--- src/rtl/scsi_target_sequencer.sv ---
`default_nettype none
// ============================================================================
// Module   : scsi_target_sequencer
// Purpose  : SCSI target-side phase sequencer. Handles selection, phase
//            settle, REQ/ACK byte handshakes through a shared byte FIFO,
//            bus-free and SCSI bus reset.
// Options  : define SCSI_ACK_TIMEOUT_EN to add the ACK watchdog
//            (limit TIMEOUT_CYCLES, reported on mcu_timeout).
// Revision : 1.0 - initial release
// ============================================================================
module scsi_target_sequencer #(
  parameter int FIFO_DEPTH     = 4,
  parameter int SETTLE_CYCLES  = 3,
  parameter int TIMEOUT_CYCLES = 1024
) (
  input  logic        mcu_CLK,
  input  logic        mcu_RST,
  input  logic        scsi_nSEL,
  input  logic        scsi_nACK,
  input  logic        scsi_nRST,
  input  logic [7:0]  scsi_nDATA_in,
  output logic        scsi_nBSY,
  output logic        scsi_nREQ,
  output logic        scsi_nMSG,
  output logic        scsi_CnD,
  output logic        scsi_InO,
  output logic [7:0]  scsi_nDATA_out,
  output logic        scsi_nDATA_oe,
  input  logic [2:0]  mcu_phase,
  input  logic [15:0] mcu_xfer_len,
  input  logic        mcu_start,
  input  logic        mcu_release,
  input  logic [7:0]  mcu_wr_data,
  input  logic        mcu_wr_valid,
  output logic        mcu_wr_ready,
  output logic [7:0]  mcu_rd_data,
  output logic        mcu_rd_valid,
  input  logic        mcu_rd_ready,
  output logic        mcu_selected,
  output logic        mcu_done,
  output logic        mcu_timeout
);

  localparam int AW = $clog2(FIFO_DEPTH);
  localparam int SW = $clog2(SETTLE_CYCLES + 1);

  typedef enum logic [2:0] {
    S_IDLE      = 3'd0,
    S_SELECTED  = 3'd1,
    S_SETTLE    = 3'd2,
    S_REQ       = 3'd3,
    S_WAIT_ACK  = 3'd4,
    S_WAIT_NACK = 3'd5,
    S_BUS_FREE  = 3'd6
  } state_t;

  state_t        state_q, state_d;
  logic [1:0]    sel_sync_q, ack_sync_q, rst_sync_q;
  logic          nbsy_q, nbsy_d, nreq_q, nreq_d;
  logic          cnd_q, cnd_d, ino_q, ino_d, nmsg_q, nmsg_d;
  logic [7:0]    ndata_q, ndata_d;
  logic          oe_q, oe_d, sel_q, sel_d, done_q, done_d;
  logic [15:0]   cnt_q, cnt_d;
  logic [SW-1:0] settle_q, settle_d;
  logic [7:0]    mem_q [FIFO_DEPTH];
  logic [AW-1:0] wr_ptr_q, rd_ptr_q;
  logic [AW:0]   count_q;

  logic sel_s, ack_s, rst_s;
  logic fifo_full, fifo_empty, push, pop, seq_push, seq_pop, mcu_push, mcu_pop;
  logic go_free, wd_hit;
  logic [7:0] push_data;

  assign sel_s = sel_sync_q[1];
  assign ack_s = ack_sync_q[1];
  assign rst_s = rst_sync_q[1];

  // Two-flop synchronisers for the asynchronous SCSI control inputs
  always_ff @(posedge mcu_CLK or posedge mcu_RST) begin
    if (mcu_RST) begin
      sel_sync_q <= 2'b11;
      ack_sync_q <= 2'b11;
      rst_sync_q <= 2'b11;
    end else begin
      sel_sync_q <= {sel_sync_q[0], scsi_nSEL};
      ack_sync_q <= {ack_sync_q[0], scsi_nACK};
      rst_sync_q <= {rst_sync_q[0], scsi_nRST};
    end
  end

  // FIFO direction follows the latched InO: MCU fills it for target-driven
  // phases, the bus fills it and the MCU drains it for host-driven phases.
  assign fifo_full    = (count_q == (AW+1)'(FIFO_DEPTH));
  assign fifo_empty   = (count_q == '0);
  assign mcu_wr_ready = ~fifo_full;
  assign mcu_rd_valid = ino_q & ~fifo_empty & (state_q != S_BUS_FREE);
  assign mcu_rd_data  = mem_q[rd_ptr_q];
  assign mcu_push     = ~ino_q & mcu_wr_valid & ~fifo_full;
  assign mcu_pop      = mcu_rd_valid & mcu_rd_ready;
  assign push         = mcu_push | seq_push;
  assign pop          = mcu_pop | seq_pop;
  assign push_data    = seq_push ? ~scsi_nDATA_in : mcu_wr_data;

  // FIFO storage (no reset needed; validity is tracked by count_q)
  always_ff @(posedge mcu_CLK) begin
    if (push && state_q != S_BUS_FREE) mem_q[wr_ptr_q] <= push_data;
  end

  // FIFO pointers and occupancy; BUS_FREE flushes
  always_ff @(posedge mcu_CLK or posedge mcu_RST) begin
    if (mcu_RST) begin
      wr_ptr_q <= '0;
      rd_ptr_q <= '0;
      count_q  <= '0;
    end else if (state_q == S_BUS_FREE) begin
      wr_ptr_q <= '0;
      rd_ptr_q <= '0;
      count_q  <= '0;
    end else begin
      if (push) wr_ptr_q <= wr_ptr_q + AW'(1);
      if (pop)  rd_ptr_q <= rd_ptr_q + AW'(1);
      if (push && !pop)      count_q <= count_q + (AW+1)'(1);
      else if (pop && !push) count_q <= count_q - (AW+1)'(1);
    end
  end

`ifdef SCSI_ACK_TIMEOUT_EN
  localparam int WW = $clog2(TIMEOUT_CYCLES + 1);
  logic [WW-1:0] wd_q;
  logic          timeout_q;

  assign wd_hit = (state_q == S_WAIT_ACK || state_q == S_WAIT_NACK) &&
                  (wd_q == WW'(TIMEOUT_CYCLES - 1));
  assign mcu_timeout = timeout_q;

  // ACK watchdog: counts while waiting on the host, restarts on any state change
  always_ff @(posedge mcu_CLK or posedge mcu_RST) begin
    if (mcu_RST) begin
      wd_q      <= '0;
      timeout_q <= 1'b0;
    end else begin
      timeout_q <= wd_hit & rst_s;
      if (state_d != state_q) wd_q <= '0;
      else if (state_q == S_WAIT_ACK || state_q == S_WAIT_NACK) wd_q <= wd_q + WW'(1);
      else wd_q <= '0;
    end
  end
`else
  assign wd_hit      = 1'b0;
  // Constant-false compare keeps the limit parameter referenced in this build
  assign mcu_timeout = (TIMEOUT_CYCLES < 0);
`endif

  // Next-state and registered-output logic; bus reset has the last word
  always_comb begin
    state_d  = state_q;
    nbsy_d   = nbsy_q;
    nreq_d   = nreq_q;
    cnd_d    = cnd_q;
    ino_d    = ino_q;
    nmsg_d   = nmsg_q;
    ndata_d  = ndata_q;
    oe_d     = oe_q;
    sel_d    = sel_q;
    done_d   = 1'b0;
    cnt_d    = cnt_q;
    settle_d = settle_q;
    seq_push = 1'b0;
    seq_pop  = 1'b0;
    go_free  = 1'b0;
    unique case (state_q)
      S_IDLE: begin
        if (!sel_s) begin
          nbsy_d  = 1'b0;
          sel_d   = 1'b1;
          state_d = S_SELECTED;
        end
      end
      S_SELECTED: begin
        if (mcu_start) begin
          cnd_d    = mcu_phase[2];
          ino_d    = mcu_phase[1];
          nmsg_d   = ~mcu_phase[0];
          oe_d     = ~mcu_phase[1];
          cnt_d    = mcu_xfer_len;
          settle_d = '0;
          state_d  = S_SETTLE;
        end else if (mcu_release) begin
          go_free = 1'b1;
        end
      end
      S_SETTLE: begin
        if (settle_q == SW'(SETTLE_CYCLES - 1)) state_d = S_REQ;
        else settle_d = settle_q + SW'(1);
      end
      S_REQ: begin
        if (!ino_q) begin
          if (!fifo_empty) begin
            ndata_d = ~mcu_rd_data;
            seq_pop = 1'b1;
            nreq_d  = 1'b0;
            state_d = S_WAIT_ACK;
          end
        end else if (!fifo_full) begin
          nreq_d  = 1'b0;
          state_d = S_WAIT_ACK;
        end
      end
      S_WAIT_ACK: begin
        if (!ack_s) begin
          seq_push = ino_q;
          nreq_d   = 1'b1;
          state_d  = S_WAIT_NACK;
        end
      end
      S_WAIT_NACK: begin
        if (ack_s) begin
          cnt_d = cnt_q - 16'd1;
          if (cnt_q == 16'd1) begin
            done_d  = 1'b1;
            state_d = S_SELECTED;
          end else begin
            state_d = S_REQ;
          end
        end
      end
      S_BUS_FREE: begin
        sel_d   = 1'b0;
        state_d = S_IDLE;
      end
      default: state_d = S_IDLE;
    endcase
    if (wd_hit || !rst_s) go_free = 1'b1;
    if (go_free) begin
      state_d  = S_BUS_FREE;
      seq_push = 1'b0;
      seq_pop  = 1'b0;
      done_d   = 1'b0;
      nbsy_d   = 1'b1;
      nreq_d   = 1'b1;
      cnd_d    = 1'b1;
      ino_d    = 1'b1;
      nmsg_d   = 1'b1;
      ndata_d  = 8'hFF;
      oe_d     = 1'b0;
      cnt_d    = cnt_q;
    end
  end

  // State and output registers
  always_ff @(posedge mcu_CLK or posedge mcu_RST) begin
    if (mcu_RST) begin
      state_q  <= S_IDLE;
      nbsy_q   <= 1'b1;
      nreq_q   <= 1'b1;
      cnd_q    <= 1'b1;
      ino_q    <= 1'b1;
      nmsg_q   <= 1'b1;
      ndata_q  <= 8'hFF;
      oe_q     <= 1'b0;
      sel_q    <= 1'b0;
      done_q   <= 1'b0;
      cnt_q    <= 16'd0;
      settle_q <= '0;
    end else begin
      state_q  <= state_d;
      nbsy_q   <= nbsy_d;
      nreq_q   <= nreq_d;
      cnd_q    <= cnd_d;
      ino_q    <= ino_d;
      nmsg_q   <= nmsg_d;
      ndata_q  <= ndata_d;
      oe_q     <= oe_d;
      sel_q    <= sel_d;
      done_q   <= done_d;
      cnt_q    <= cnt_d;
      settle_q <= settle_d;
    end
  end

  assign scsi_nBSY      = nbsy_q;
  assign scsi_nREQ      = nreq_q;
  assign scsi_nMSG      = nmsg_q;
  assign scsi_CnD       = cnd_q;
  assign scsi_InO       = ino_q;
  assign scsi_nDATA_out = ndata_q;
  assign scsi_nDATA_oe  = oe_q;
  assign mcu_selected   = sel_q;
  assign mcu_done       = done_q;

endmodule
`default_nettype wire
--- config.mk ---
export PLATFORM = sky130hd
export DESIGN_NAME = scsi_target_sequencer
export DESIGN_NICKNAME = d
export VERILOG_FILES = /design/src/rtl/scsi_target_sequencer.sv
export SDC_FILE = /design/constraint.sdc
export NUM_CORES = 1
export LEC_CHECK = 0
export CORE_MARGIN = 1
export CORE_UTILIZATION = 45
export DETAILED_ROUTE_END_ITERATION = 12
export PLACE_DENSITY = 0.7
export SYNTH_ARGS = -nofsm -noshare
export SYNTH_HDL_FRONTEND = slang
export SYNTH_SLANG_ARGS = --single-unit
export TNS_END_PERCENT = 50
--- constraint.sdc ---
create_clock -name mcu_CLK -period 3.1 [get_ports mcu_CLK]
set_input_delay 0.31 -clock mcu_CLK [delete_from_list [all_inputs] [get_ports mcu_CLK]]
set_output_delay 0.31 -clock mcu_CLK [all_outputs]
set_load 0.05 [all_outputs]
-- Yosys cells after proc, flatten, opt, wreduce, memory -nomap -nowiden
Memory sizes are Yosys's and may differ from the RTL's.
Cells that the tools add are included.
- memories kept: 1
- output and inout bits: 27
- memory bits (writable): 32
- input bits: 44
- register bits: 50
- memories (name ; depth ; width ; read ports ; clocked after memory_dff ; write ports ; RTL line ; RTL):
    mem_q ; 4 ; 8 ; 1 ; 0 ; 1 ; 65 ; logic [7:0] mem_q [FIFO_DEPTH];
- bitwise logic cells: 15
- mux-type cells: 69
- $add $sub $neg: 6
- equal/unequal tests: 24
- reduce and logical (&&, ||, !) cells: 26
- operators by type and width (cell ; number):
    $mux W8 ; 5
    $mux W1 ; 38
    $mux W3 ; 12
    $mux W16 ; 2
    $pmux W16 S2 ; 1
    $ne A3 B3 Y1 const B ; 6
    $pmux W3 S6 ; 1
    $reduce_bool A2 Y1 ; 9
    $eq A16 B1 Y1 const B ; 1
    $not A8 Y8 ; 2
    $sub A16 B1 Y16 const B ; 1
    $mux W2 ; 7
    $eq A3 B3 Y1 const B ; 4
    $ne A2 B2 Y1 const B ; 4
    $ne A4 B4 Y1 const B ; 2
    $reduce_and A4 Y1 ; 2
    $reduce_and A7 Y1 ; 1
    $add A2 B1 Y2 const B ; 3
    $eq A3 B2 Y1 const B ; 2
    $logic_not A3 Y1 ; 2
    $ne A2 B1 Y1 const B ; 3
    $not A1 Y1 ; 6
    $reduce_and A2 Y1 ; 3
    $reduce_and A3 Y1 ; 2
    other kinds (11) ; 21

-- Logic depth before layout (Yosys ltp)
- depth in word-level cells: 11
- gate-level depth with buffers: 10
- mapped depth without buffers: 8

-- Worst setup path after synthesis
Ideal clock, no wire load.
- path kind: reg-to-reg
- from: register count_q[1]
- to: register count_q[2]
- setup time: 119 ps
- stages on the path, launching flop included: 8
- data arrival time: 2508 ps
- slack: 473 ps
- cell sequence: dfrtp_1 or3b_1 a32oi_2 nor2_1 fa_1 a211o_1 and3_1 o21a_1
- elaborated cells on any way between the ends: 24
- those cells by class: add/sub (2); eq/ne (1); mux (7); bitwise (8); reduce/logical (6)
- RTL lines (element ; RTL line ; RTL):
    start, declared ; 67 ; logic [AW:0] count_q;
    start signal, assigned ; 122 ; if (push && !pop) count_q <= count_q + (AW+1)'(1);
    start signal, assigned ; 123 ; else if (pop && !push) count_q <= count_q - (AW+1)'(1);
    $eq A3 B3 Y1 * ; 93 ; assign fifo_full = (count_q == (AW+1)'(FIFO_DEPTH));
    $not A1 Y1 * ; - ;
    named net mcu_wr_ready ; 35 ; output logic mcu_wr_ready,
    $and A1 B1 Y1 * ; 98 ; assign mcu_push = ~ino_q & mcu_wr_valid & ~fifo_full;
    $or A1 B1 Y1 * ; 100 ; assign push = mcu_push | seq_push;
    $logic_and A1 B1 Y1 / $logic_not A1 Y1 (equally long branches) ; 122, 123 ;
    $mux W3 / $logic_and A1 B1 Y1 (equally long branches) ; 122, 123 ;
    $mux W3 / $reduce_bool A3 Y1 (equally long branches) ; - ;
Mark *: on every way through the listed nets, which the timed path passes. The rest lies on a longest branch. The select of a mux whose other input is x is not followed.
A chain may end at the register's enable or synchronous reset.

-- Worst setup path in the final report
- from: register state_q[0]
- to: output mcu_rd_valid
- longest elaborated chain between the ends: 2
- RTL lines (element ; RTL line ; RTL):
    start, declared ; 57 ; state_t state_q, state_d;
    start signal, assigned ; 266 ; state_q <= state_d;
    $ne A3 B3 Y1 ; 96 ; assign mcu_rd_valid = ino_q & ~fifo_empty & (state_q != S_BUS_FREE);
    $and A1 B1 Y1 ; 96 ;
    end, declared ; 37 ; output logic mcu_rd_valid,
No other way between the ends.

==> reports/summary.txt <==
===============================================================================================
Number of flops mapped to enable cells by yosys ..................................           32
Routed wire per std cell .........................................................      15.8 um
Biggest cell delay along the critical path .......................................      0.85 ns
Cell variety after synth .........................................................           61
Share of final-layout standard cells stronger than drive strength 1 ..............        13.1%
Total of flip-flops plus latches after synthesis .................................           82
Die span in x ....................................................................      95.6 um
Clk buf depth ....................................................................            2
Type of the most critical hold path ..............................................       in2reg
Largest family of logic cells by synthesized area ................................ compound AO/OA/AOI/OAI gates
Maxcap violations ................................................................            0
Area taken by flip-flops and latches .............................................     2240 um2
Antenna violations before repair .................................................            0
Ratio of total power to cell area ................................................   726 nW/um2
Count of hold buffers inserted by post-cts repair ................................            0
Adder-Cell Fraction of Synth Area ................................................        2.73%
Fin crit share ...................................................................        88.2%
Synthesized-area fraction occupied by ao, oa, aoi and oai cells ..................        16.6%
Transition time at the pin with the least slew margin ............................     0.963 ns
Worst-case register-to-register setup slack ......................................      0.45 ns
Max-slew violation count .........................................................            0
VDD IR max .......................................................................       369 uV
Initial DRT Pass Iterations ......................................................            4
Detailed placement HPWL ..........................................................      5940 um
Maximum net fanout on the critical path ..........................................           17
Post-Synth Simple-Gate Area ......................................................        13.6%
IO buf count .....................................................................           69
Number of clock buffers inserted by TritonCTS ....................................            9
Detailed-route wire length .......................................................      8390 um
Clk Latency, worst-skew pair .....................................................      0.35 ns
Routability congestion estimate from global placement ............................        0.858
Endpoints failing setup ..........................................................            0
Quantity of gates resized following cts ..........................................            0
Slew HR ..........................................................................        35.7%
Critical Path Start Type .........................................................     register
Routed vias/inst .................................................................         5.55
Ports ............................................................................           71
Number of remaining DRC errors ...................................................            0
Synthesized-area fraction occupied by xor and xnor cells .........................        1.11%
# Post-CTS Setup Buffers .........................................................            0
Leftover overflow at the end of global routing ...................................            0
Pin count of the biggest net entering global routing .............................           46
Run status ....................................................................... finished clean
Min cycle time layout ............................................................      2.74 ns
Effective utilization at floorplan ...............................................        47.3%
Post-synth design cell area ......................................................     3950 um2
Warnings, synthesis ..............................................................            0
Arrival time at the worst endpoint ...............................................      2.43 ns
Die H ............................................................................      95.6 um
Post-DRT Antenna Nets ............................................................            0
Hold violation total from the final report .......................................            0
Total negative slack .............................................................         0 ns
Main flop type after synthesis ...................................................     edfxtp_1
Timing-limited maximum frequency .................................................    0.366 GHz
Asr flop ratio synth .............................................................        61.0%
Avg Cell Area, Syn ...............................................................     11.1 um2
Clock Sinks ......................................................................           82
Die footprint ....................................................................     9150 um2
Critical path data required time .................................................      2.79 ns
Via count ........................................................................         2955
Clock input transition at the sequential cells of the worst setup and hold paths .      0.09 ns
Syn Nets .........................................................................          406
Unrepaired setup endpoints after global routing ..................................           no
Portion of netlist area occupied by mux cells ....................................        5.90%
H-tree lvl count .................................................................            3
Clock root buffer master .........................................................     clkbuf_8
Filler Cells Inserted ............................................................          699
Leak .............................................................................      1.85 nW
Hold_ws ..........................................................................     0.358 ns
Iteration-0 DRC Markers ..........................................................          133
Slowest cell on the critical path ................................................ clkdlybuf4s50_1
Diodes inserted ..................................................................            0
First-pass GRT wire length .......................................................     14000 um
Post-route clock skew ............................................................    0.0125 ns
CP Buf/Inv Count .................................................................            1
Area growth syn-to-layout ........................................................        25.2%
Synthesized instance count .......................................................          354
CP delay by family, top .......................................................... buffers and inverters
Ordered list of cells on the worst path .......................................... and3b_1 -> nor3_1 -> clkdlybuf4s50_1
Crit Path Category ...............................................................      reg2out
Area used by multi-input combinational logic .....................................     1580 um2
Type of destination of the critical path ......................................... primary output
CTS tree .........................................................................         done
Cell Rows ........................................................................           33
Placeable core region ............................................................     8340 um2
Final #Nets ......................................................................          474
Vias in the first global route ...................................................         2909
Gr usage total ...................................................................        20.5%
Post-synthesis sequential area ratio .............................................        56.7%
===============================================================================================
## through the flow
step	instances	util [%]	area [um2]	worst slack (ns)	total power (W)
3_3_place_gp	516	56.8	4740	0.551	0.00277
2_1_floorplan	354	-	3950	0.473	0.00244
4_1_cts	532	59.3	4940	0.336	0.00362
6_report	532	59.3	4940	0.364	0.00359
3_5_place_dp	516	56.8	4740	0.480	0.00281
5_1_grt	532	59.3	4940	0.213	0.00381
## synth_stat cells (3+ instances only)
library cell / instances / area share, %
a21oi_1: 34 / 4.3
a31oi_1: 4 / 0.63
and2_1: 5 / 0.79
clkbuf_1: 14 / 1.3
dfrtp_1: 31 / 20
dfstp_2: 19 / 13
edfxtp_1: 32 / 24
ha_1: 7 / 2.2
inv_1: 15 / 1.4
mux2i_1: 3 / 0.76
mux4_2: 8 / 4.6
nand2_1: 31 / 2.9
nand2b_1: 5 / 0.79
nand3_1: 4 / 0.51
nor2_1: 35 / 3.3
nor3_1: 8 / 1.0
nor4_1: 3 / 0.48
o211ai_1: 3 / 0.57
o21a_1: 4 / 0.76
o21ai_0: 23 / 2.9
o21ai_1: 5 / 0.63
o22a_1: 5 / 1.1
o22ai_1: 4 / 0.63
o32ai_1: 4 / 0.89
xnor2_1: 4 / 0.89
## routing by layer
metal	wire length, um	global-route usage (%)
met2	4060	33.0
met1	3740	27.5
met4	66	5.47
met3	533	5.42
met5	0	0
## sequential cells by signal, indices dropped and copies added, names as in the netlist, 3 cells and up
name,count
cnt_q,16
count_q,3
mem_q,32
scsi_nDATA_out,8
state_q,3
## layout make-up
type                    instances  area share [%]
flip-flops and latches         82            45.2
multi-input cells             240            32.1
repair buffers                 74            14.7
well taps                     105            2.66
clock buffers                   9            2.51
clock inverters                 7            1.67
inverters                      15            1.14
## power by group
part	internal, W	switching (W)	total (W)
logic	0.000503	0.000701	0.00120
clock network	0.000386	0.000408	0.000794
registers	0.00134	0.000251	0.00159
## worst paths after layout
kind,start,end,depth (start not counted)
worst max register to register,state_q[1],count_q[2],8
min in group asynchronous,mcu_RST,rd_ptr_q[0],2
max in group asynchronous,mcu_RST,rst_sync_q[1],3
worst min register to register,rst_sync_q[0],rst_sync_q[1],0
worst max-delay path,state_q[0],mcu_rd_valid,3
worst min-delay path,scsi_nACK,ack_sync_q[0],1
## cell families after synthesis
family,Yosys count
AO/OA/AOI/OAI,104
XOR/XNOR,5
adder cells (fa/ha/maj),8
buffers and inverters,32
flip-flops,82
multiplexers,13
other,1
AND/OR/NAND/NOR,109
## placed cells by master (no fill, tap or decap), types with 4 or more instances in the layout
master / instances
inv_1: 14
nand2b_1: 5
nand3_1: 4
buf_4: 5
nor3_1: 7
clkbuf_8: 9
dfstp_2: 19
mux4_2: 8
nand2_1: 31
o22a_1: 5
o21a_1: 4
o32ai_1: 4
o21ai_0: 23
o21ai_1: 5
clkdlybuf4s50_1: 69
edfxtp_1: 32
and2_1: 5
nor2_1: 35
o22ai_1: 4
a21oi_1: 34
xnor2_1: 4
ha_1: 7
a31oi_1: 4
dfrtp_1: 31
Note: power is estimated with default switching activity, not from simulation.
==> RTL change (same flow settings) <==
Encoding of `state_t`: now Gray code (3 bits for 7 states).
--- a/src/rtl/scsi_target_sequencer.sv
+++ b/src/rtl/scsi_target_sequencer.sv
@@ -46,11 +46,11 @@
 
   typedef enum logic [2:0] {
-    S_IDLE      = 3'd0,
-    S_SELECTED  = 3'd1,
-    S_SETTLE    = 3'd2,
-    S_REQ       = 3'd3,
-    S_WAIT_ACK  = 3'd4,
-    S_WAIT_NACK = 3'd5,
-    S_BUS_FREE  = 3'd6
+    S_IDLE      = 3'b000,
+    S_SELECTED  = 3'b001,
+    S_SETTLE    = 3'b011,
+    S_REQ       = 3'b010,
+    S_WAIT_ACK  = 3'b110,
+    S_WAIT_NACK = 3'b111,
+    S_BUS_FREE  = 3'b101
   } state_t;
 
Formal check against the unedited RTL: no difference found for any inputs over 10 cycles, from zero or initial values and one cycle with mcu_RST high; not proved beyond that.
==> RTL change against the unedited design <==
Setup slack lost 0.011 ns; sequential share of layout area shrank 0.17 points; register-to-register slack gained 0.08 ns; combinational power shrank 21%; wire length grew 3.4%; sequential cell count is the same; power shrank 14%; core utilization shrank 2.1 points; synthesized area grew 1.4%; design area grew 0.38%.
==> RTL change: results (changes against the unedited design) <==
Clock Skews - 0.0106 ns (-0.00194 ns)
Reg2Reg Setup Slack - 0.53 ns (+0.08 ns)
layout cells sized above 1 - 13.2% (+0.049 points)
CP max FO - 10 (-7)
synthesized area per cell - 11.1 µm² (about the same)
Post-synth top cells - nand2_1, o21ai_0, a21oi_1, edfxtp_1
final std cells w/o fill - 541 (+1.7%)
placed cell count - 525 (+1.7%)
clock buffer count from CTS - 9 (unchanged)
critical path's top delay family - flip-flops
Fill cells - 773 (+11%)
type of the most critical hold path - reg2reg
Avg WL per Cell - 16.0 µm (+1.7%)
DP Wirelength - 5920 µm (-0.22%)
routability cong. - 0.815 (-5.0%)
status - finished clean
Largest Register - mem_q
max FFs per register - 32 (unchanged)
Syn Nets - 411 (+1.2%)
relative slew slack - 38.4% (+2.7 points)
first-pass GRT wire length - 13500 µm (-3.9%)
initial antenna violation count - 0 (unchanged)
largest net degree at the start of global routing - 44 (-4.3%)
met3 usage - 4.27% (-1.2 points)
GRT Total Usage - 19.7% (-0.80 points)
leakage power total - 1.86 nW (+0.12%)
Peak VDD IR - 334 µV (-9.5%)
layout net count - 480 (+1.3%)
met1 Usage GRT - 28.2% (+0.68 points)
Via Count - 2998 (+1.5%)
met2 Use GR - 30.4% (-2.7 points)
Synth area leaders - edfxtp_1, dfrtp_1, dfstp_2
number of global-route vias before repair - 2738 (-5.9%)
slowest stage cell on the critical path - dfrtp_1
CP peak stage delay - 0.74 ns (-0.11 ns)
Starting DRT DRC Count - 92 (-31%)
Synth Flop Type - edfxtp_1
## RTL change: final timing paths
| check | end | cells past startpoint | from |
|---|---|---|---|
| worst max-delay path | mcu_rd_data[1] | 2 | rd_ptr_q[0]$_DFFE_PP0P_ |
| worst min register to register | rst_sync_q[1]$_DFF_PP1_ | 0 | rst_sync_q[0]$_DFF_PP1_ |
| worst max register to register | count_q[2]$_DFFE_PP0P_ | 8 | state_q[2]$_DFFE_PP0P_ |
| min in group asynchronous | cnt_q[6]$_DFFE_PP0P_ | 2 | mcu_RST |
| worst min-delay path | rst_sync_q[1]$_DFF_PP1_ | 0 | rst_sync_q[0]$_DFF_PP1_ |
| max in group asynchronous | scsi_nDATA_out[2]$_DFFE_PP1P_ | 3 | mcu_RST |
## RTL change: routing by layer
metal	vias up	wire [µm]
met4	0	94
met5	-	0
met2	66	4120
li1	1459	-
met1	1462	4050
met3	11	417
## RTL change: metrics by stage
stage	setup slack (ns)	hold slack (ns)	area, µm²
floorplan	0.696	0.314	4000
global placement	0.615	0.346	4800
detailed placement	0.544	0.347	4800
CTS	0.308	0.348	4960
global route	0.246	0.349	4960
finish	0.353	0.356	4960
## RTL change: area by class of cell
cell class              count  area share (%)
clock inverters             6           0.681
well taps                 108            2.72
multi-input cells         247            33.1
repair buffers             75            14.8
inverters                  13           0.984
clock buffers              10            2.57
flip-flops and latches     82            45.1
## RTL change: kinds of logic (layout without fill, tap and decap cells)
family | Yosys count | count (layout) | share of synthesized area (%)
other | 1 | 1 | 0.0937
xor gates and xnor gates | 5 | 5 | 1.09
DFF | 82 | 82 | 55.9
muxes | 12 | 12 | 5.63
and+or+nand+nor | 124 | 124 | 16.4
adders and majority gates | 8 | 8 | 2.69
AOI/OAI and AO/OA | 97 | 97 | 15.2
buffers and inverters | 30 | 104 | 3.06
## RTL change: power by group
part | leakage (nW) | switching, mW | internal [mW]
Sequential | 0.875 | 0.200 | 1.27
Clock | 0.0811 | 0.384 | 0.285
Combinational | 0.899 | 0.536 | 0.416
Total | 1.86 | 1.12 | 1.97
